<file path="src/rtl/msdf_tree_sched_pkg.sv">
// ---------------------------------------------------------------------------
// msdf_tree_sched_pkg
// Shared definitions for the MSDF adder-tree scheduler slice:
//   DIGIT_W      width of one opaque MSDF digit
//   schedState_t issue FSM state encoding
//   clog2()      ceiling log2 used for parameter-derived widths
// ---------------------------------------------------------------------------
package msdf_tree_sched_pkg;

    localparam int DIGIT_W = 3;

    typedef enum logic [0:0] {
        ST_IDLE  = 1'b0,
        ST_ISSUE = 1'b1
    } schedState_t;

    // Ceiling log2; clog2(1) = 0.
    function automatic int clog2(input int value);
        int result;
        result = 0;
        while ((32'd1 << result) < 32'(value)) begin
            result = result + 1;
        end
        return result;
    endfunction

endpackage

</file>
<file path="src/rtl/msdf_tag_fifo.sv">
// ---------------------------------------------------------------------------
// msdf_tag_fifo
// Small FIFO holding the requester tag of every operand set currently inside
// the adder tree. Head is visible combinationally; push and pop may happen in
// the same cycle (occupancy unchanged).
// Ports:
//   clk, rst   clock and synchronous active-high reset (empties the FIFO)
//   push       write pushData at the tail
//   pushData   tag to store
//   pop        drop the head entry
//   popData    current head entry
//   full       DEPTH entries held
//   empty      no entries held
// ---------------------------------------------------------------------------
module msdf_tag_fifo
    import msdf_tree_sched_pkg::*;
#(
    parameter int WIDTH = 2,
    parameter int DEPTH = 4
) (
    input  logic             clk,
    input  logic             rst,
    input  logic             push,
    input  logic [WIDTH-1:0] pushData,
    input  logic             pop,
    output logic [WIDTH-1:0] popData,
    output logic             full,
    output logic             empty
);

    localparam int PTR_W = (DEPTH > 1) ? clog2(DEPTH) : 1;
    localparam int CNT_W = clog2(DEPTH + 1);
    localparam logic [PTR_W-1:0] PTR_LAST = PTR_W'(DEPTH - 1);
    localparam logic [CNT_W-1:0] CNT_FULL = CNT_W'(DEPTH);

    logic [WIDTH-1:0] mem_r [DEPTH];
    logic [PTR_W-1:0] wrPtr_r;
    logic [PTR_W-1:0] rdPtr_r;
    logic [CNT_W-1:0] count_r;
    logic             pushEn_s;
    logic             popEn_s;

    // Pointer advance with explicit wrap so non-power-of-two depths work.
    function automatic logic [PTR_W-1:0] bumpPtr(input logic [PTR_W-1:0] p);
        return (p == PTR_LAST) ? {PTR_W{1'b0}} : p + PTR_W'(1);
    endfunction

    // A push into a full FIFO is only legal when the head leaves this cycle.
    assign pushEn_s = push && ((count_r != CNT_FULL) || pop);
    assign popEn_s  = pop && (count_r != {CNT_W{1'b0}});

    assign full    = (count_r == CNT_FULL);
    assign empty   = (count_r == {CNT_W{1'b0}});
    assign popData = mem_r[rdPtr_r];

    // Storage, pointers and occupancy.
    always_ff @(posedge clk) begin
        if (rst) begin
            wrPtr_r <= {PTR_W{1'b0}};
            rdPtr_r <= {PTR_W{1'b0}};
            count_r <= {CNT_W{1'b0}};
            for (int i = 0; i < DEPTH; i++) begin
                mem_r[i] <= {WIDTH{1'b0}};
            end
        end else begin
            if (pushEn_s) begin
                mem_r[wrPtr_r] <= pushData;
                wrPtr_r        <= bumpPtr(wrPtr_r);
            end
            if (popEn_s) begin
                rdPtr_r <= bumpPtr(rdPtr_r);
            end
            case ({pushEn_s, popEn_s})
                2'b10:   count_r <= count_r + CNT_W'(1);
                2'b01:   count_r <= count_r - CNT_W'(1);
                default: count_r <= count_r;
            endcase
        end
    end

endmodule

</file>
<file path="src/rtl/msdf_tree_sched.sv">
// ---------------------------------------------------------------------------
// msdf_tree_sched
// Shares one MSDF adder tree between NUM_REQ requesters. A round-robin grant
// hands the tree to one requester for exactly TARGET_PRECISION digits; the
// owner's tag is queued so that the tree's in-order result digits can be
// labelled with their requester on the way out.
// Ports:
//   clk, rst             clock, synchronous active-high reset
//   req_dataInArray      per-requester operand digit vectors (slice r = req r)
//   req_pValidArray      per-requester digit valid
//   req_readyArray       per-requester digit accepted
//   tree_dataInArray_0   operand digits to the tree
//   tree_pValidArray_0   per-lane valid to the tree
//   tree_readyArray_0    per-lane ready from the tree
//   tree_dataOutArray_0  tree result digit
//   tree_validArray_0    tree result valid
//   tree_nReadyArray_0   ready back to the tree
//   dataOutArray_0       result digit
//   validArray_0         result valid
//   nReadyArray_0        downstream ready
//   tagOut               requester owning the current result digit
//   lastOut              final digit of a result stream
// ---------------------------------------------------------------------------
module msdf_tree_sched
    import msdf_tree_sched_pkg::*;
#(
    parameter int TARGET_PRECISION = 25,
    parameter int TREE_DEPTH       = 3,
    parameter int TREE_WIDTH       = 32'd1 << TREE_DEPTH,
    parameter int NUM_REQ          = 4,
    parameter int TAG_DEPTH        = 4,
    localparam int TAG_W           = (NUM_REQ > 1) ? clog2(NUM_REQ) : 1
) (
    input  logic                                  clk,
    input  logic                                  rst,
    input  logic [NUM_REQ*DIGIT_W*TREE_WIDTH-1:0] req_dataInArray,
    input  logic [NUM_REQ-1:0]                    req_pValidArray,
    output logic [NUM_REQ-1:0]                    req_readyArray,
    output logic [DIGIT_W*TREE_WIDTH-1:0]         tree_dataInArray_0,
    output logic [TREE_WIDTH-1:0]                 tree_pValidArray_0,
    input  logic [TREE_WIDTH-1:0]                 tree_readyArray_0,
    input  logic [DIGIT_W-1:0]                    tree_dataOutArray_0,
    input  logic                                  tree_validArray_0,
    output logic                                  tree_nReadyArray_0,
    output logic [DIGIT_W-1:0]                    dataOutArray_0,
    output logic                                  validArray_0,
    input  logic                                  nReadyArray_0,
    output logic [TAG_W-1:0]                      tagOut,
    output logic                                  lastOut
);

    localparam int SLICE_W = DIGIT_W * TREE_WIDTH;
    localparam int CNT_W   = clog2(TARGET_PRECISION) + 1;
    localparam logic [CNT_W-1:0] CNT_LAST = CNT_W'(TARGET_PRECISION - 1);
    localparam logic [TAG_W-1:0] REQ_LAST = TAG_W'(NUM_REQ - 1);
    localparam logic [TAG_W:0]   REQ_NUM  = (TAG_W + 1)'(NUM_REQ);

    schedState_t        state_r;
    schedState_t        nextState_s;
    logic [TAG_W-1:0]   grant_r;
    logic [TAG_W-1:0]   ptr_r;
    logic [CNT_W-1:0]   inCnt_r;
    logic [CNT_W-1:0]   outCnt_r;

    logic [SLICE_W-1:0] reqSlice_s [NUM_REQ];
    logic               rrFound_s;
    logic [TAG_W-1:0]   rrIdx_s;
    logic               grantReq_s;
    logic               accept_s;
    logic               lastIn_s;

    logic               fifoFull_s;
    logic               fifoEmpty_s;
    logic [TAG_W-1:0]   fifoHead_s;
    logic               resValid_s;
    logic               outHs_s;
    logic               lastOut_s;
    logic               pop_s;

    for (genvar r = 0; r < NUM_REQ; r++) begin : g_slice
        assign reqSlice_s[r] = req_dataInArray[r*SLICE_W +: SLICE_W];
    end

    // Round-robin search: first valid requester at or after ptr_r, wrapping.
    always_comb begin
        logic [TAG_W:0] cand;
        rrFound_s = 1'b0;
        rrIdx_s   = {TAG_W{1'b0}};
        for (int i = 0; i < NUM_REQ; i++) begin
            cand = {1'b0, ptr_r} + (TAG_W + 1)'(i);
            cand = (cand >= REQ_NUM) ? cand - REQ_NUM : cand;
            if (!rrFound_s && req_pValidArray[cand[TAG_W-1:0]]) begin
                rrFound_s = 1'b1;
                rrIdx_s   = cand[TAG_W-1:0];
            end else begin
                rrFound_s = rrFound_s;
                rrIdx_s   = rrIdx_s;
            end
        end
    end

    // A full tag FIFO blocks a grant even if the head pops this cycle.
    assign grantReq_s = !rst && (state_r == ST_IDLE) && rrFound_s && !fifoFull_s;
    assign accept_s   = !rst && (state_r == ST_ISSUE) && req_pValidArray[grant_r]
                        && (&tree_readyArray_0);
    assign lastIn_s   = accept_s && (inCnt_r == CNT_LAST);

    // FSM state register.
    always_ff @(posedge clk) begin
        if (rst) begin
            state_r <= ST_IDLE;
        end else begin
            state_r <= nextState_s;
        end
    end

    // FSM next-state: grant opens a stream, the final accepted digit closes it.
    always_comb begin
        case (state_r)
            ST_IDLE:  nextState_s = grantReq_s ? ST_ISSUE : ST_IDLE;
            ST_ISSUE: nextState_s = lastIn_s ? ST_IDLE : ST_ISSUE;
            default:  nextState_s = ST_IDLE;
        endcase
    end

    // FSM outputs: only the granted requester is routed to the tree; reset
    // forces the idle (all-zero) drive.
    always_comb begin
        req_readyArray     = {NUM_REQ{1'b0}};
        tree_dataInArray_0 = {SLICE_W{1'b0}};
        tree_pValidArray_0 = {TREE_WIDTH{1'b0}};
        case (rst ? ST_IDLE : state_r)
            ST_IDLE: begin
                req_readyArray     = {NUM_REQ{1'b0}};
                tree_dataInArray_0 = {SLICE_W{1'b0}};
                tree_pValidArray_0 = {TREE_WIDTH{1'b0}};
            end
            ST_ISSUE: begin
                tree_dataInArray_0      = reqSlice_s[grant_r];
                tree_pValidArray_0      = {TREE_WIDTH{req_pValidArray[grant_r]}};
                req_readyArray[grant_r] = accept_s;
            end
            default: begin
                req_readyArray     = {NUM_REQ{1'b0}};
                tree_dataInArray_0 = {SLICE_W{1'b0}};
                tree_pValidArray_0 = {TREE_WIDTH{1'b0}};
            end
        endcase
    end

    // Grant owner, input digit counter and round-robin pointer.
    always_ff @(posedge clk) begin
        if (rst) begin
            grant_r <= {TAG_W{1'b0}};
            ptr_r   <= {TAG_W{1'b0}};
            inCnt_r <= {CNT_W{1'b0}};
        end else if (grantReq_s) begin
            grant_r <= rrIdx_s;
            inCnt_r <= {CNT_W{1'b0}};
        end else if (accept_s) begin
            inCnt_r <= inCnt_r + CNT_W'(1);
            if (lastIn_s) begin
                ptr_r <= (grant_r == REQ_LAST) ? {TAG_W{1'b0}} : grant_r + TAG_W'(1);
            end
        end
    end

    // Output digit counter; cleared by the handshake that carries lastOut.
    always_ff @(posedge clk) begin
        if (rst) begin
            outCnt_r <= {CNT_W{1'b0}};
        end else if (outHs_s) begin
            outCnt_r <= lastOut_s ? {CNT_W{1'b0}} : outCnt_r + CNT_W'(1);
        end
    end

    // Result path: tree digits only count while some tag is in flight.
    assign resValid_s = !rst && tree_validArray_0 && !fifoEmpty_s;
    assign outHs_s    = resValid_s && nReadyArray_0;
    assign lastOut_s  = resValid_s && (outCnt_r == CNT_LAST);
    assign pop_s      = lastOut_s && nReadyArray_0;

    assign dataOutArray_0     = rst ? {DIGIT_W{1'b0}} : tree_dataOutArray_0;
    assign validArray_0       = resValid_s;
    assign tree_nReadyArray_0 = !rst && nReadyArray_0 && !fifoEmpty_s;
    assign tagOut             = (rst || fifoEmpty_s) ? {TAG_W{1'b0}} : fifoHead_s;
    assign lastOut            = lastOut_s;

    msdf_tag_fifo #(
        .WIDTH (TAG_W),
        .DEPTH (TAG_DEPTH)
    ) u_tagFifo (
        .clk      (clk),
        .rst      (rst),
        .push     (grantReq_s),
        .pushData (rrIdx_s),
        .pop      (pop_s),
        .popData  (fifoHead_s),
        .full     (fifoFull_s),
        .empty    (fifoEmpty_s)
    );

endmodule

</file>
<file path="config.mk">
export PLATFORM = sky130hd
export DESIGN_NAME = msdf_tree_sched
export DESIGN_NICKNAME = d
export VERILOG_FILES = /design/src/rtl/msdf_tree_sched_pkg.sv /design/src/rtl/msdf_tag_fifo.sv /design/src/rtl/msdf_tree_sched.sv
export SDC_FILE = /design/constraint.sdc
export NUM_CORES = 1
export LEC_CHECK = 0
export BUFFER_PORTS_ARGS = -buffer_cell sky130_fd_sc_hd__buf_2
export CORE_MARGIN = 10
export CORE_UTILIZATION = 35
export DETAILED_ROUTE_END_ITERATION = 16
export PLACE_DENSITY = 0.67
export RECOVER_POWER = 50
export SYNTH_ARGS = -nofsm -noshare
export SYNTH_HDL_FRONTEND = slang
export SYNTH_SLANG_ARGS = --single-unit
</file>
<file path="constraint.sdc">
create_clock -name clk -period 2.93 [get_ports clk]
set_input_delay 0.293 -clock clk [delete_from_list [all_inputs] [get_ports clk]]
set_output_delay 0.293 -clock clk [all_outputs]
set_load 0.03 [all_outputs]
</file>
==> impl_metrics.tcl <==
set metrics [dict create \
    dpl.hpwl_um 7530 \
    setup_tns_ns 0 \
    intPower_mw 0.941 \
    critPathSlowestCell "clkbuf_2" \
    cts-root-buf "clkbuf_8" \
    synthesis.instances 272 \
    portBuffers 158 \
    setup-violations-final 0 \
    synth-edff-count 8 \
    hold_violations 0 \
    first_iter_violations 66 \
    die-area_um2 11500 \
    yosysUniqueCellTypes 44 \
    ys_top_cells_by_area "mux4_2 (22%), dfxtp_1 (20%), edfxtp_1 (9.0%)" \
    dp.cells 509 \
    min_period_ns 2.69 \
    gr-usage-all-layers_pct 15.2 \
    num_rows 31 \
    async_flop_share_pct 0 \
    avgSynthCellArea_um2 9.78 \
    wire_per_inst_um 17.5 \
    initial_core_util_pct 36.3 \
    p_clk_share_pct 29.7 \
    synth_top_area_share_pct 22.0 \
    post-cts-setup-buffer-count 0 \
    finalMaxSlewViolations 0 \
    core_area_um2 7330 \
    clk_pin_slew_worst_paths_ns 0.07 \
    via_count 2686 \
    diodes 0 \
    cp_max_fo 28 \
    final_util_pct 48.8 \
    yosysWarningCount 0 \
    clkLatencyLatePin_ns 0.28 \
    ios 159 \
    power_switching_mw 0.425 \
    drive_gt1_share_pct 47.4 \
    layout_commonest_cell "buf_2" \
    dr.pass1.iters 4 \
    grt_max_degree 31 \
    total_leakage_power_nw 1.65 \
    cts.sinks 34 \
    grt-ovfl-total 0 \
    cts_resized 0 \
    cp-start-kind "register" \
    fin_nets 544 \
    syn_area_um2 2660 \
    place_congestion 0.868 \
    outcome "finished clean" \
    hold_class "in2reg" \
    final_cells 517 \
    maxCapViolations 0 \
    syn_nets 399 \
    p_comb_share_pct 32.4 \
    grt_pass1_vias 2773 \
    die_x_um 107 \
    vdd.ir_drop.worst_mv 0.301 \
    drc_errors 0 \
    grt_pass1_wl_um 14200 \
    areaGrowthSynthToFinish_pct 34.5 \
    rsz0062_at_grt "false" \
    synth_area_leader_cell "mux4_2" \
    critical_path_class "reg2out" \
    hold_buffers 0 \
    fin_crit_sh_pct 91.9 \
    worst_pin_slew_ns 1.08 \
    path_cells "clkbuf_2, nand3b_1, o22a_1, inv_1, and3_1, buf_2" \
    antenna_found_initial 0 \
    final_cell_mix "buf_2 (153), and3_1 (28), mux4_2 (26), dfxtp_1 (25), nor2_1 (19)" \
    drt-vias-per-instance 5.20 \
    cpPeakStageDelay_ns 0.57 \
    clock_skew_ns 0.00573 \
    cp.required_ns 2.64 \
    synth_ff_type "dfxtp_1" \
    antenna_left 0 \
    swShare_pct 31.1 \
    p_seq_share_pct 37.9 \
    ys_seq_area_share_pct 28.6 \
    htree_levels 2 \
    relSlewSlack_pct 27.7 \
    routed_wl_um 9050 \
    ys_ff_latch 34 \
    cts_buffers 5 \
    cts_tree "done" \
    cp-end-kind "primary output" \
    finalPower_mw 1.37 \
    die_h_um 107 \
    clk_path_buf_depth 2 \
    critical_path_arrival_ns 2.40 \
    max_freq_mhz 371 \
    cellPowerDensity_nw_per_um2 382 \
]
[cell type report]
cell class	count	area, um^2
fillers	687	3750
multi-input cells	194	1690
repair buffers	164	820
flip-flops and latches	34	762
well taps	99	124
clock buffers	8	111
inverters	18	67.6
[cell usage after synthesis, drive strengths merged (4+ instances only)]
cell type,instances
o31ai,7
nand3,6
nor2,19
or4,7
dfxtp,26
a21oi,16
nand2,10
nor3,7
and3,28
xnor2,4
and2,4
o21ai,6
edfxtp,8
inv,18
clkbuf,10
or3b,4
ha,11
or3,4
mux4,26
buf,16
[worst max-delay path: cells and delay by family, from the launching register on]
family                 cells  cell delay (ns)
AOI/OAI and AO/OA          1             0.37
DFF                        1             0.32
buffers and inverters      3             1.07
and+or+nand+nor            2             0.36
[power by group through the flow]
| stage | clock, mW | combinational, mW | sequential (mW) |
|---|---|---|---|
| 4_1_cts | 0.419 | 0.450 | 0.517 |
| 5_1_grt | 0.444 | 0.482 | 0.519 |
| 6_report | 0.406 | 0.442 | 0.518 |
| 3_5_place_dp | 0 | 0.448 | 0.528 |
| 2_1_floorplan | 0 | 0.302 | 0.521 |
| 3_3_place_gp | 0 | 0.438 | 0.527 |
[cell families (layout without fill, tap and decap cells)]
kind of cell	after synthesis	count (layout)	share of synthesized area, %
xor+xnor	6	6	1.98
simple gates	109	109	23.8
compound gates	38	38	8.84
buf+inv	44	190	7.76
flops	34	34	28.6
mux	29	29	23.1
fa+ha+maj	12	12	5.93
[state kept, by name (all words and copies together) (netlist names), named ones only]
signal	cells
u_tagFifo.wrPtr_r	2
inCnt_r	6
outCnt_r	6
grant_r	2
state_r	1
u_tagFifo.count_r	3
u_tagFifo.mem_r	8
u_tagFifo.rdPtr_r	2
ptr_r	2
[metrics by stage]
stage	hold slack, ns	setup WS (ns)	cell area, um^2
floorplan	0.448	0.346	2660
global placement	0.459	0.383	3480
detailed placement	0.472	0.267	3480
CTS	0.454	0.262	3590
global route	0.472	0.0577	3580
finish	0.464	0.238	3580
[path summary, 6_finish.rpt]
kind | start | end | slack [ns] | cells after the start
max | grant_r[1] | req_readyArray[2] | 0.24 | 6
min | rst | u_tagFifo.wrPtr_r[0] | 0.46 | 3
max reg2reg | outCnt_r[0] | u_tagFifo.count_r[2] | 0.28 | 10
min reg2reg | inCnt_r[5] | inCnt_r[5] | 0.48 | 2
[routing by layer]
metal | track usage (%) | routed length [um] | vias to the layer above
li1 | - | - | 1310
met5 | 0 | 0 | -
met2 | 28.6 | 4910 | 75
met3 | 3.65 | 395 | 10
met4 | 2.90 | 119 | 0
met1 | 16.9 | 3630 | 1291
(Power assumes the default switching activity.)
